File: src/rtl/reg_file.sv
// reg_file: 32 x 32-bit general-purpose register file for the decode path.
// One synchronous write port (WB stage), two combinational read ports.
// Register 0 is hardwired to zero.
// Optional feature macro: REGFILE_WRITE_BYPASS_EN
//   When defined, a read of the register being written in the same cycle
//   returns write_data directly (WB -> ID same-cycle bypass).
module reg_file #(
  parameter int ADDR_WIDTH = 5,
  parameter int DATA_WIDTH = 32,
  parameter int REG_NUM    = 32
) (
  input  logic                  clk,
  input  logic                  rst,
  input  logic                  write_en,
  input  logic [ADDR_WIDTH-1:0] write_addr,
  input  logic [DATA_WIDTH-1:0] write_data,
  input  logic                  read_en_1,
  input  logic [ADDR_WIDTH-1:0] read_addr_1,
  output logic [DATA_WIDTH-1:0] read_data_1,
  input  logic                  read_en_2,
  input  logic [ADDR_WIDTH-1:0] read_addr_2,
  output logic [DATA_WIDTH-1:0] read_data_2
);

  logic [DATA_WIDTH-1:0] regs_q [REG_NUM];
  logic [DATA_WIDTH-1:0] regs_d [REG_NUM];

  // Same-cycle write hit per read port; constant zero without the bypass
  logic bypass_1;
  logic bypass_2;

`ifdef REGFILE_WRITE_BYPASS_EN
  assign bypass_1 = write_en && (write_addr == read_addr_1);
  assign bypass_2 = write_en && (write_addr == read_addr_2);
`else
  assign bypass_1 = 1'b0;
  assign bypass_2 = 1'b0;
`endif

  // Next-state of the array: only a non-zero write address changes anything
  always_comb begin
    regs_d = regs_q;
    if (write_en && (write_addr != '0)) begin
      regs_d[write_addr] = write_data;
    end
    regs_d[0] = '0;
  end

  // Register storage; reset clears every entry without waiting for a clock
  always_ff @(posedge clk or posedge rst) begin
    if (rst) begin
      for (int i = 0; i < REG_NUM; i++) begin
        regs_q[i] <= '0;
      end
    end else begin
      regs_q <= regs_d;
    end
  end

  // Port 1 read: reset, disabled and r0 all force zero; bypass beats storage
  always_comb begin
    read_data_1 = '0;
    if (!rst && read_en_1 && (read_addr_1 != '0)) begin
      if (bypass_1) begin
        read_data_1 = write_data;
      end else begin
        read_data_1 = regs_q[read_addr_1];
      end
    end
  end

  // Port 2 read: identical priority, fully independent of port 1
  always_comb begin
    read_data_2 = '0;
    if (!rst && read_en_2 && (read_addr_2 != '0)) begin
      if (bypass_2) begin
        read_data_2 = write_data;
      end else begin
        read_data_2 = regs_q[read_addr_2];
      end
    end
  end

endmodule

File: config.mk
export PLATFORM = sky130hd
export DESIGN_NAME = reg_file
export DESIGN_NICKNAME = d
export VERILOG_FILES = /design/src/rtl/reg_file.sv
export SDC_FILE = /design/constraint.sdc
export NUM_CORES = 2
export LEC_CHECK = 0
export CORE_UTILIZATION = 45
export DETAILED_ROUTE_END_ITERATION = 7
export PLACE_DENSITY_LB_ADDON = 0.2
export SYNTH_ARGS = -nofsm -noshare
export SYNTH_HDL_FRONTEND = slang
export SYNTH_SLANG_ARGS = --single-unit
File: constraint.sdc
create_clock -name clk -period 33.4 [get_ports clk]
set_clock_uncertainty 0.1 [all_clocks]
set_input_delay 6.68 -clock clk [delete_from_list [all_inputs] [get_ports clk]]
set_output_delay 6.68 -clock clk [all_outputs]
set_load 0.02 [all_outputs]
# Yosys cells after proc, flatten, opt, wreduce, memory -nomap -nowiden
# Cells that the tools add are included.
[word_totals]
ff_bits = 992
in_bits = 52
out_inout_bits = 64
word_cells = 59
[classes]
order_cmp = 4
n_mux = 11
n_bitwise = 3
reduce_logical = 10
[op_table]
columns = ["operator", "n"]
rows = [
  ["1024-bit bitwise mux", 1],
  ["32-bit binary-select mux with 5-bit select", 2],
  ["32-bit two-way mux", 7],
  ["32-bit demux with 5-bit select", 1],
  ["6-bit greater-or-equal comparator (second input constant)", 3],
  ["5-bit NOT with 6-bit output", 3],
  ["5-bit nonzero test", 3],
  ["1-bit logical AND", 6],
  ["6-bit by 1-bit < comparator with 1-bit output (second input constant)", 1],
  ["1-bit logical NOT", 1],
]

# Depth between registers and ports, before layout
[logic_depth]
depth_word = 6
depth_mapped = 10
depth_no_buf = 5

# Least setup slack after synthesis
# OpenSTA, ideal clock, no wires.
[synth_timing]
path_kind = "input-to-output"
startpoint = "input read_addr_1[0]"
endpoint = "output read_data_1[0]"
t_arrival_ns = 8.771
required_ns = 26.620
path_slack_ns = 17.849
stages = 8
path_buffers = 4
path_cell_list = "buf_2 buf_4 buf_4 buf_6 nor2_1 a22oi_1 a21oi_1 a2111oi_0"
[synth_between]
elab_chain_len = 5
word_cells_on_any_way = 7
cone_classes = "4 x mux; 1 x bitwise; 2 x reduce/logical"
[synth_lines]
columns = ["item", "line", "source"]
rows = [
  ["from (decl)", "18", "input logic [ADDR_WIDTH-1:0] read_addr_1,"],
  ["5-bit NOT with 6-bit output (implied by the code)", "67", "read_data_1 = regs_q[read_addr_1];"],
  ["32-bit binary-select mux with 5-bit select", "67", ""],
  ["32-bit two-way mux (implied by the code) (2 in a row)", "67", ""],
  ["32-bit two-way mux *", "63", "if (!rst && read_en_1 && (read_addr_1 != '0)) begin"],
  ["to (decl)", "19", "output logic [DATA_WIDTH-1:0] read_data_1,"],
]
# Every way passes the cells marked *; elsewhere a longest branch is shown, timed or not. The select of a mux whose other input is x is not followed.

# Worst setup path after layout
[layout_timing]
startpoint = "input read_addr_2[1]"
endpoint = "output read_data_2[4]"
[layout_between]
elab_chain_len = 5
word_cells_on_any_way = 7
cone_classes = "4 x mux; 1 x bitwise; 2 x reduce/logical"
[layout_lines]
columns = ["item", "line", "source"]
rows = [
  ["from (decl)", "21", "input logic [ADDR_WIDTH-1:0] read_addr_2,"],
  ["5-bit NOT with 6-bit output (implied by the code)", "79", "read_data_2 = regs_q[read_addr_2];"],
  ["32-bit binary-select mux with 5-bit select", "79", ""],
  ["32-bit two-way mux (implied by the code) (2 in a row)", "79", ""],
  ["32-bit two-way mux *", "75", "if (!rst && read_en_2 && (read_addr_2 != '0)) begin"],
  ["to (decl)", "22", "output logic [DATA_WIDTH-1:0] read_data_2"],
]
# Marked as above.

==> metrics <==
Static Leak=25.5 nW; postcts setup bufs=0; DR WL/cell=32.5 µm; Final TNS setup=0 ns; clk sinks=992; Worst Hold Class=flop to flop; initial cell density of the core=0.456; Max Cap Viol=0; syn_nets=3,613; height of the die=346 µm; DRC=0; Final Cycle Share=0.534; router iterations before antenna repair=8; Post-CTS Hold Buffers=0; dpl cells=4,911; post-route cell area=59,200 µm²; count of distinct cell types in the synthesized netlist=38; Pwr per Cell Area=60.2 nW/µm²; Area Overhead vs Synth=11.1%; Worst setup EP type=primary output; Biggest register=regs_q; setup violators final=0; Die X=346 µm; CTS H-tree depth=3; post-layout util=0.507; final max-slew violation count=0; RSZ-0062 raised after global routing=no; max reg flops=992; syn_area_per_cell=15.0 µm²; GRT Util Overall=0.280; Post-Place Worst Slack=15.59 ns; I/O Buffers=115; Fin. Hold Viols=0; total gr overflow=0; synthesized area=53,300 µm²; Ports=116; status=finished, final reports clean; Clk Latency, worst-skew pair=0.68 ns; area leader, netlist=dfrtp_1; Root Driver=clkbuf_16; sequential fraction of the synthesis area=0.466; starting DRC count in detailed routing=3,037; Ys Warns=0; Core ar.=117,000 µm²; Post-synth EDFFs=0; Synth top cells by count=1,095 x mux2_2, 992 x dfrtp_1, 404 x mux4_2, 192 x mux2i_1, 170 x clkbuf_1; antenna-violating nets left=0; Mapped Cells=3,561; Resized Gates After CTS=0; CTS max path bufs=3; vias in the first global route=34,500; Placement Rows=125; f_max=56.1 MHz; setup ws final=15.57 ns; post-route insts no fill=5,111; global-route wire length before repair=246,000 µm; largest cells by area after synthesis=dfrtp_1 47%, mux2_2 23%, mux4_2 17%; WP data required=26.62 ns; Seq cells post-synth=992; via count=33,600; largest net degree at the start of global routing=172; Final nets=3,550; CTS clk-pin slew, worst paths=0.06 ns; Slew HR=0.135; Post-DP HPWL=95,300 µm; CP Class=input port to primary output; Arrival @ worst endpoint=11.05 ns; Die Area=120,000 µm²; Async S/R FF share, synth=1.00; Final GP Congestion=0.833; Detailed Route WL=166,000 µm; CP Launch Type=input port; Area after DPL=55,600 µm²; layout cells sized above 1=0.509; most frequent cell after synthesis=mux2_2; Vias/cell=6.58; Num CTS Buffers=109; CTS tree=built; Crit Path Max Fanout=76; area share of the largest cell type after synthesis=0.466; initial antenna violation count=5; worst slew pin tran=1.29 ns; crit path time final=17.83 ns; Top Registers=regs_q (992); maximum VDD drop=0.0464 mV; ys flop type=dfrtp_1
## kinds of logic after synthesis
| family | count (synthesis) | share of synthesized area |
|---|---|---|
| DFF | 992 | 0.466 |
| AOI/OAI and AO/OA | 261 | 0.0363 |
| and+or+nand+nor | 180 | 0.0153 |
| muxes | 1746 | 0.450 |
| buffers and inverters | 382 | 0.0332 |
## worst paths after layout
path	cells past startpoint	slack, ns	start	to
max	8	15.57	read_addr_2[1]	read_data_2[4]
min	1	0.40	regs_q[379]	regs_q[379]
max reg2reg	1	32.47	regs_q[930]	regs_q[930]
min reg2reg	1	0.40	regs_q[379]	regs_q[379]
max in group asynchronous	6	22.65	rst	regs_q[193]
min in group asynchronous	2	6.78	rst	regs_q[804]
## power by group
group	switching (mW)	leakage [nW]	internal [mW]	total, mW
sequential	0.168	12.7	1.44	1.61
clock	0.510	1.82	0.726	1.24
combinational	0.290	11.0	0.435	0.725
total	0.968	25.5	2.60	3.57
## routing by layer
| layer | vias up | wire (µm) | global-route usage |
|---|---|---|---|
| li1 | 13700 | - | - |
| met1 | 18400 | 72100 | 0.398 |
| met2 | 1276 | 78100 | 0.440 |
| met3 | 252 | 11900 | 0.0546 |
| met4 | 2 | 4110 | 0.0713 |
| met5 | - | 11 | 0 |
## area by class of cell
class	instances	area (µm²)
antenna	2	5.00
clock buffer	163	3310
clock inverter	35	357
fill	9862	57600
inverter	1	7.51
multi-input combinational	2187	27000
sequential	992	24800
tap	1524	1910
timing repair buffer	207	1890
## cell usage in the layout, fill, tap and decap left out, types with 3 or more instances in the layout
cell / count
mux2_2: 1095
dfrtp_1: 992
mux4_2: 404
mux2i_1: 192
clkbuf_16: 113
clkdlybuf4s50_1: 106
a21oi_1: 95
buf_4: 88
a221oi_1: 62
mux2_1: 55
nor2_1: 53
nand2_1: 47
a222oi_1: 42
clkbuf_8: 30
clkinv_2: 24
clkbuf_1: 21
a22oi_1: 20
nor2_4: 16
o21a_1: 16
nand2_2: 15
a22o_1: 14
nor3_1: 11
bufinv_16: 6
buf_8: 5
nor3b_1: 4
nand3b_1: 4
nand3_1: 4
nor2b_1: 4
nor2b_2: 4
nor2b_4: 4
a2111oi_0: 4
buf_2: 4
and2_1: 3
clkinvlp_4: 3
buf_12: 3
## critical path: stages
cell and delay (ns):
buf_8 0.53, buf_4 0.70, buf_4 0.88, mux4_2 0.38, mux2i_1 0.07, a221oi_1 0.68, o21a_1 0.33, clkdlybuf4s50_1 0.65
## metrics by stage
step	hold slack [ns]	power, mW
CTS	0.405	3.58
finish	0.404	3.57
global route	0.422	3.72
detailed placement	0.391	2.35
floorplan	0.370	2.15
global placement	0.380	2.32
(Power assumes the default switching activity.)
